--- src/rtl/mult_pkg.sv ---
// rtl/mult_pkg.sv - shared constants for the shift-add multiplier datapath and its control FSM
package mult_pkg;

   localparam int MULT_WIDTH = 32;

   // Counter width able to hold the value w itself (0..w inclusive).
   function automatic int MULT_CW(input int w);
      return $clog2(w) + 1;
   endfunction

   // Select polarity, shared with the control FSM.
   localparam logic SEL_LOAD  = 1'b1;
   localparam logic SEL_SHIFT = 1'b0;

endpackage

--- src/rtl/mult_iter_cnt.sv ---
// rtl/mult_iter_cnt.sv - saturating iteration counter with synchronous clear
module mult_iter_cnt
   import mult_pkg::*;
#(
   parameter int WIDTH = MULT_WIDTH,
   parameter int CW    = MULT_CW(MULT_WIDTH)
) (
   input  logic          Clock,
   input  logic          Reset,
   input  logic          clr,
   input  logic          inc,
   output logic [CW-1:0] cont,
   output logic          done
);

   localparam logic [CW-1:0] LAST = CW'(WIDTH);

   // Clear wins; otherwise count up until WIDTH and then hold there.
   always_ff @(posedge Clock or negedge Reset) begin
      if (!Reset) begin
         cont <= '0;
      end else if (clr) begin
         cont <= '0;
      end else if (inc && (cont < LAST)) begin
         cont <= cont + 1'b1;
      end
   end

   assign done = (cont == LAST);

endmodule

--- src/rtl/mult_datapath.sv ---
// rtl/mult_datapath.sv - shift-add multiplier datapath: operand, product and iteration registers
module mult_datapath
   import mult_pkg::*;
#(
   parameter int WIDTH = MULT_WIDTH,
   parameter int CW    = MULT_CW(MULT_WIDTH)
) (
   input  logic               Clock,
   input  logic               Reset,
   input  logic [WIDTH-1:0]   A_in,
   input  logic [WIDTH-1:0]   B_in,
   input  logic               a_sel,
   input  logic               b_sel,
   input  logic               prod_sel,
   input  logic               add_sel,
   output logic               b_lsb,
   output logic [CW-1:0]      cont,
   output logic [2*WIDTH-1:0] Product,
   output logic               done
);

   logic [2*WIDTH-1:0] A_reg;
   logic [WIDTH-1:0]   B_reg;
   logic [2*WIDTH-1:0] P_reg;
   logic               running;
   logic               stepping;

   // Frozen once the count reaches WIDTH; a step is any running cycle without a B load.
   assign running  = !done;
   assign stepping = running && (b_sel == SEL_SHIFT);

   mult_iter_cnt #(
      .WIDTH (WIDTH),
      .CW    (CW)
   ) u_cnt (
      .Clock (Clock),
      .Reset (Reset),
      .clr   (b_sel == SEL_LOAD),
      .inc   (1'b1),
      .cont  (cont),
      .done  (done)
   );

   // Multiplicand: zero-extended load, or one left shift per step.
   always_ff @(posedge Clock or negedge Reset) begin
      if (!Reset) begin
         A_reg <= '0;
      end else if (a_sel == SEL_LOAD) begin
         A_reg <= {{WIDTH{1'b0}}, A_in};
      end else if (stepping) begin
         A_reg <= {A_reg[2*WIDTH-2:0], 1'b0};
      end
   end

   // Multiplier: load, or shift right while running so b_lsb presents the next bit.
   always_ff @(posedge Clock or negedge Reset) begin
      if (!Reset) begin
         B_reg <= '0;
      end else if (b_sel == SEL_LOAD) begin
         B_reg <= B_in;
      end else if (running) begin
         B_reg <= {1'b0, B_reg[WIDTH-1:1]};
      end
   end

   // Partial product: clear has priority; add uses the pre-shift multiplicand and wraps.
   always_ff @(posedge Clock or negedge Reset) begin
      if (!Reset) begin
         P_reg <= '0;
      end else if (prod_sel == SEL_LOAD) begin
         P_reg <= '0;
      end else if (stepping && add_sel) begin
         P_reg <= P_reg + A_reg;
      end
   end

   assign b_lsb   = B_reg[0];
   assign Product = P_reg;

endmodule

--- config.mk ---
export PLATFORM = sky130hd
export DESIGN_NAME = mult_datapath
export DESIGN_NICKNAME = d
export VERILOG_FILES = /design/src/rtl/mult_pkg.sv /design/src/rtl/mult_iter_cnt.sv /design/src/rtl/mult_datapath.sv
export SDC_FILE = /design/constraint.sdc
export NUM_CORES = 1
export LEC_CHECK = 0
export CORE_UTILIZATION = 51
export CTS_CLUSTER_SIZE = 16
export DETAILED_ROUTE_END_ITERATION = 10
export GPL_TIMING_DRIVEN = 1
export HOLD_SLACK_MARGIN = 0.06
export PLACE_DENSITY_LB_ADDON = 0.25
export SLEW_MARGIN = 10
export SYNTH_ARGS = -nofsm -noshare
export SYNTH_HDL_FRONTEND = slang
export SYNTH_SLANG_ARGS = --single-unit
--- constraint.sdc ---
create_clock -name Clock -period 3.2 [get_ports Clock]
set_input_delay 0.64 -clock Clock [delete_from_list [all_inputs] [get_ports Clock]]
set_output_delay 0.64 -clock Clock [all_outputs]
set_load 0.1 [all_outputs]
# After elaboration in Yosys (flattened, before gate mapping)
# Cells that the tools add are included.
[totals]
register_bits = 166
inputBits = 70
[op_classes]
n_reduce_logical = 6
n_eq_ne = 2
addsub = 2
bitwise_logic = 1
n_lt_le_gt_ge = 1
muxes = 8
[op_table]
columns = ["operator", "count"]
rows = [
  ["2-to-1 mux 64 bit", 4],
  ["adder 64 bit", 1],
  ["2-to-1 mux 32 bit", 2],
  ["2-to-1 mux 6 bit", 2],
  ["adder 6 x 1 -> 6 bit, second input constant", 1],
  ["equality test 6 bit, second input constant", 1],
  ["< comparator 6 bit, second input constant", 1],
  ["nonzero test 2 bit", 3],
  ["logical AND 1 bit", 2],
  ["!= test 2 bit, second input constant", 1],
  ["zero test 1 bit", 1],
  ["NOT 1 bit", 1],
]

# Longest topological paths before layout
# Gate-level depths: netlist of the first run.
[logic_depth]
ltp_word = 6
mapped_depth = 14
depth_no_buf = 14

# Cells and area by module
# A second synthesis of the first run with hierarchy kept.
[hier_totals]
cells_unflattened = 1240
hier_area_um2 = 10470.0
[modules_own_cells]
columns = ["module", "seq_area_each_um2", "cells_per_inst", "area_per_inst_um2", "instances"]
rows = [
  ["mult_datapath", 4003.8, 1209, 10154.7, 1],
  ["mult_iter_cnt", 150.1, 31, 315.3, 1],
]

# Worst setup path after synthesis of the first run
# OpenSTA, ideal clock, no wires.
[synth_path]
kind = "register to register"
start = "register P_reg[0] (netlist: Product[0])"
end = "register P_reg[54] (netlist: Product[54])"
period_less_slack_ps = 3575
arrival_ps = 3497
t_required_ps = 3122
slack_ps = -375
stages_incl_launch_ff = 15
cell_sequence = "dfrtp_1 > ha_1 > inv_1 > fa_1 > nand2b_1 > a21oi_1 > o211ai_1 > a311oi_1 > o2111ai_1 > a31oi_1 > o21bai_1 > o21ai_1 > xor2_1 > nand2_1 > a21oi_1"
[synth_between]
elab_chain_cells = 3
[synth_lines]
columns = ["item", "line_no", "source"]
rows = [
  ["start, declared", "mult_datapath.sv:24", "logic [2*WIDTH-1:0] P_reg;"],
  ["start signal, assigned", "mult_datapath.sv:73", "P_reg <= P_reg + A_reg;"],
  ["adder 64 bit", "mult_datapath.sv:73", ""],
  ["2-to-1 mux 64 bit", "mult_datapath.sv:72", "end else if (stepping && add_sel) begin"],
  ["2-to-1 mux 64 bit", "mult_datapath.sv:70", "end else if (prod_sel == SEL_LOAD) begin"],
]
# No other way between the ends. The select of a mux whose other input is x is not followed.
# A chain may end at the register's enable or synchronous reset.

# Worst setup path after layout of the first run
[layout_path]
start = "register P_reg[40] (netlist: Product[40])"
end = "register P_reg[55] (netlist: Product[55])"
# The elaborated chain is that of the path after synthesis.

==> results_dict.tcl, run 1 <==
set metrics [dict create \
    status "finished, final reports clean" \
    diodes 0 \
    yosysSeqAreaShare_pct 38.7 \
    drt-pass1-iter-count 7 \
    die_x_um 147 \
    cp_max_fo 7 \
    whs_ns 0.188 \
    dp.cells 1652 \
    clkLatencyLatePin_ns 0.44 \
    syn_area_per_cell_um2 8.44 \
    gp_congestion 0.936 \
    synth_compound_gate_area_share_pct 21.3 \
    ys_ff_latch 166 \
    grt_pass1_vias 9387 \
    required_ns 3.57 \
    period_minus_slack_ns 3.17 \
    track_usage_pct 27.2 \
    drive_above_1_share_pct 18.8 \
    leakage_nw 5.89 \
    hold_viol_final 0 \
    grt_pass1_wl_mm 47.3 \
    rsz0062_at_grt "yes" \
    h-tree-depth 4 \
    clockBufferDepth 2 \
    arrival_ns 3.54 \
    synth_fa_ha_area_share_pct 7.77 \
    ios 142 \
    fin_skew_ns 0.0139 \
    nets 1541 \
    slew_headroom_pct 53.7 \
    synth_top_family_by_area "compound AO/OA/AOI/OAI gates" \
    synth-edff-count 0 \
    cts-buffers-inserted 17 \
    holdBufCountCts 0 \
    clkSinkCount 166 \
    chipHeight_um 147 \
    wl_per_cell_um 17.0 \
    row_count 52 \
    start_kind "flop" \
    hp-class "in2async" \
    ir_drop_v 0.000294 \
    initial_core_util_pct 52.5 \
    cts_tree "built" \
    synth_ff_type "dfrtp_1" \
    max_freq_ghz 0.315 \
    grt-ovfl-total 0 \
    num_vias 9762 \
    p_per_area_nw_per_um2 421 \
    async_flop_share_pct 100 \
    synth_fp_nets 1408 \
    cts_root_buf "clkbuf_16" \
    worst_setup_path_end_kind "flop" \
    critPathKind "reg2reg" \
    postRouteAntennaNets 0 \
    netlist-cell-type-count 64 \
    via_per_inst 5.78 \
    antenna_found_initial 0 \
    grt_max_degree 97 \
    fin_crit_sh_pct 99.1 \
    ys_warn_count 0 \
    synthCells 1272 \
    synth_xor_area_share_pct 4.90 \
    synth_area_um2 10700 \
    drc 0 \
    port-buffer-count 141 \
    wl_mm 28.7 \
    syn_to_final_growth_pct 24.6 \
    die_area_um2 21600 \
    synthSimpleGateAreaFrac_pct 18.0 \
    dp_hpwl_mm 20.2 \
    fp.coreArea_um2 20400 \
    drv_slew 0 \
    worstMarginPinSlew_ns 0.695 \
    synthMuxAreaShare_pct 6.12 \
    clk_pin_slew_ns 0.07 \
    cap_violations 0 \
    layout.cells.non_filler 1688 \
    drtIter0Drc 725 \
    setup_viol_count_final 0 \
]
-- critical path: stages, from the launching register on --
cell and delay [ns]:
dfrtp_2 0.44, ha_1 0.43, nand3_2 0.12, nor4_2 0.36, o21ai_1 0.15, o22ai_2 0.23
nor3_1 0.11, a21oi_2 0.17, nor2_1 0.10, o31ai_2 0.33, nand2_2 0.14, or4_1 0.42
nand4_1 0.10
-- power breakdown --
group,internal [W],switching [W]
clock network,0.00104,0.000992
logic,0.000446,0.000827
registers,0.00222,0.000105
-- per-layer routing --
metal  GRT usage [%]  wire length [µm]
met2            42.4             13100
met3            5.62              1830
met1            38.3             13300
met5               0                 0
met4            7.58               509
-- stage by stage --
| stage | instance area [µm²] | utilization (%) | TNS (ns) | power (W) | setup WS (ns) |
|---|---|---|---|---|---|
| 2_1_floorplan | 10800 | - | 0 | 0.00319 | 0.000224 |
| 3_3_place_gp | 12400 | 60.9 | 0 | 0.00356 | 0.0544 |
| 3_5_place_dp | 12400 | 60.9 | -0.519 | 0.00358 | -0.132 |
| 4_1_cts | 13100 | 64.3 | 0 | 0.00562 | 0.00136 |
| 5_1_grt | 13400 | 65.4 | -0.0404 | 0.00588 | -0.0262 |
| 6_report | 13400 | 65.4 | 0 | 0.00563 | 0.0291 |
-- logic make-up after synthesis --
family,after synthesis
multiplexers,65
adder cells (fa/ha/maj),66
buffers and inverters,88
flip-flops,166
XOR/XNOR,60
AO/OA/AOI/OAI,379
AND/OR/NAND/NOR,448
-- area by class of cell --
cell class	count	area, µm²
fillers	1740	7060
clock inverters	15	154
inverters	19	71.3
multi-input cells	1018	6580
repair buffers	183	1600
well taps	270	338
flip-flops and latches	166	4210
clock buffers	17	425
-- final timing paths --
kind	startpoint	end	slack, ns	cells past startpoint
min reg2reg	B_reg[31]$_DFFE_PN0P_	B_reg[31]$_DFFE_PN0P_	0.54	2
max	Product[40]$_DFFE_PN0P_	Product[55]$_DFFE_PN0P_	0.03	12
max in group asynchronous	Reset	Product[8]$_DFFE_PN0P_	2.25	2
min in group Clock	B_reg[31]$_DFFE_PN0P_	B_reg[31]$_DFFE_PN0P_	0.54	2
min	Reset	A_reg[30]$_DFFE_PN0P_	0.19	1
max reg2reg	Product[40]$_DFFE_PN0P_	Product[55]$_DFFE_PN0P_	0.03	12
-- cell usage in the layout, fill, tap and decap left out, drive strengths merged, types with 28 or more instances in the layout --
master	synthesis	routed
o21ai	104	104
clkdlybuf4s50	0	65
buf	9	118
mux2i	63	63
dfrtp	166	166
ha	65	65
nand2	292	292
nor2	62	62
a21o	32	32
inv	19	28
xnor2	33	33
a21oi	161	161
-- repair_timing --
action / 4_1_cts / 5_1_grt
hold endpoints to repair: 0 / 0
endpoints found under the setup margin: 10 / 20
resized for setup: 16 / 52
pin swaps: 8 / 23
gates cloned: 0 / 0
buffers inserted: 2 / 2
-- Yosys cell counts, types with 10 or more instances --
cell / instances / share of area [%]
a21oi_1: 156 / 7.3
nor3_1: 11 / 0.51
o21bai_1: 13 / 0.91
nor2_1: 62 / 2.2
dfrtp_1: 166 / 39
and3_1: 11 / 0.64
xnor2_1: 33 / 2.7
mux2i_1: 63 / 5.9
nand3_1: 16 / 0.75
nand2_1: 292 / 10
clkbuf_1: 60 / 2.1
o21ai_0: 99 / 4.6
a21o_1: 32 / 2.2
o21a_1: 10 / 0.70
nand4_1: 16 / 0.93
xor2_1: 27 / 2.2
ha_1: 65 / 7.6
inv_1: 19 / 0.66
Note: power is estimated with default switching activity, not from simulation.
==> inputs of run 2 (changes only) <==
ABC_CLOCK_PERIOD_IN_PS = 3200   (was unset)
==> results of run 2 <==
The final DEF is identical to that of run 1; final timing and power are the same.
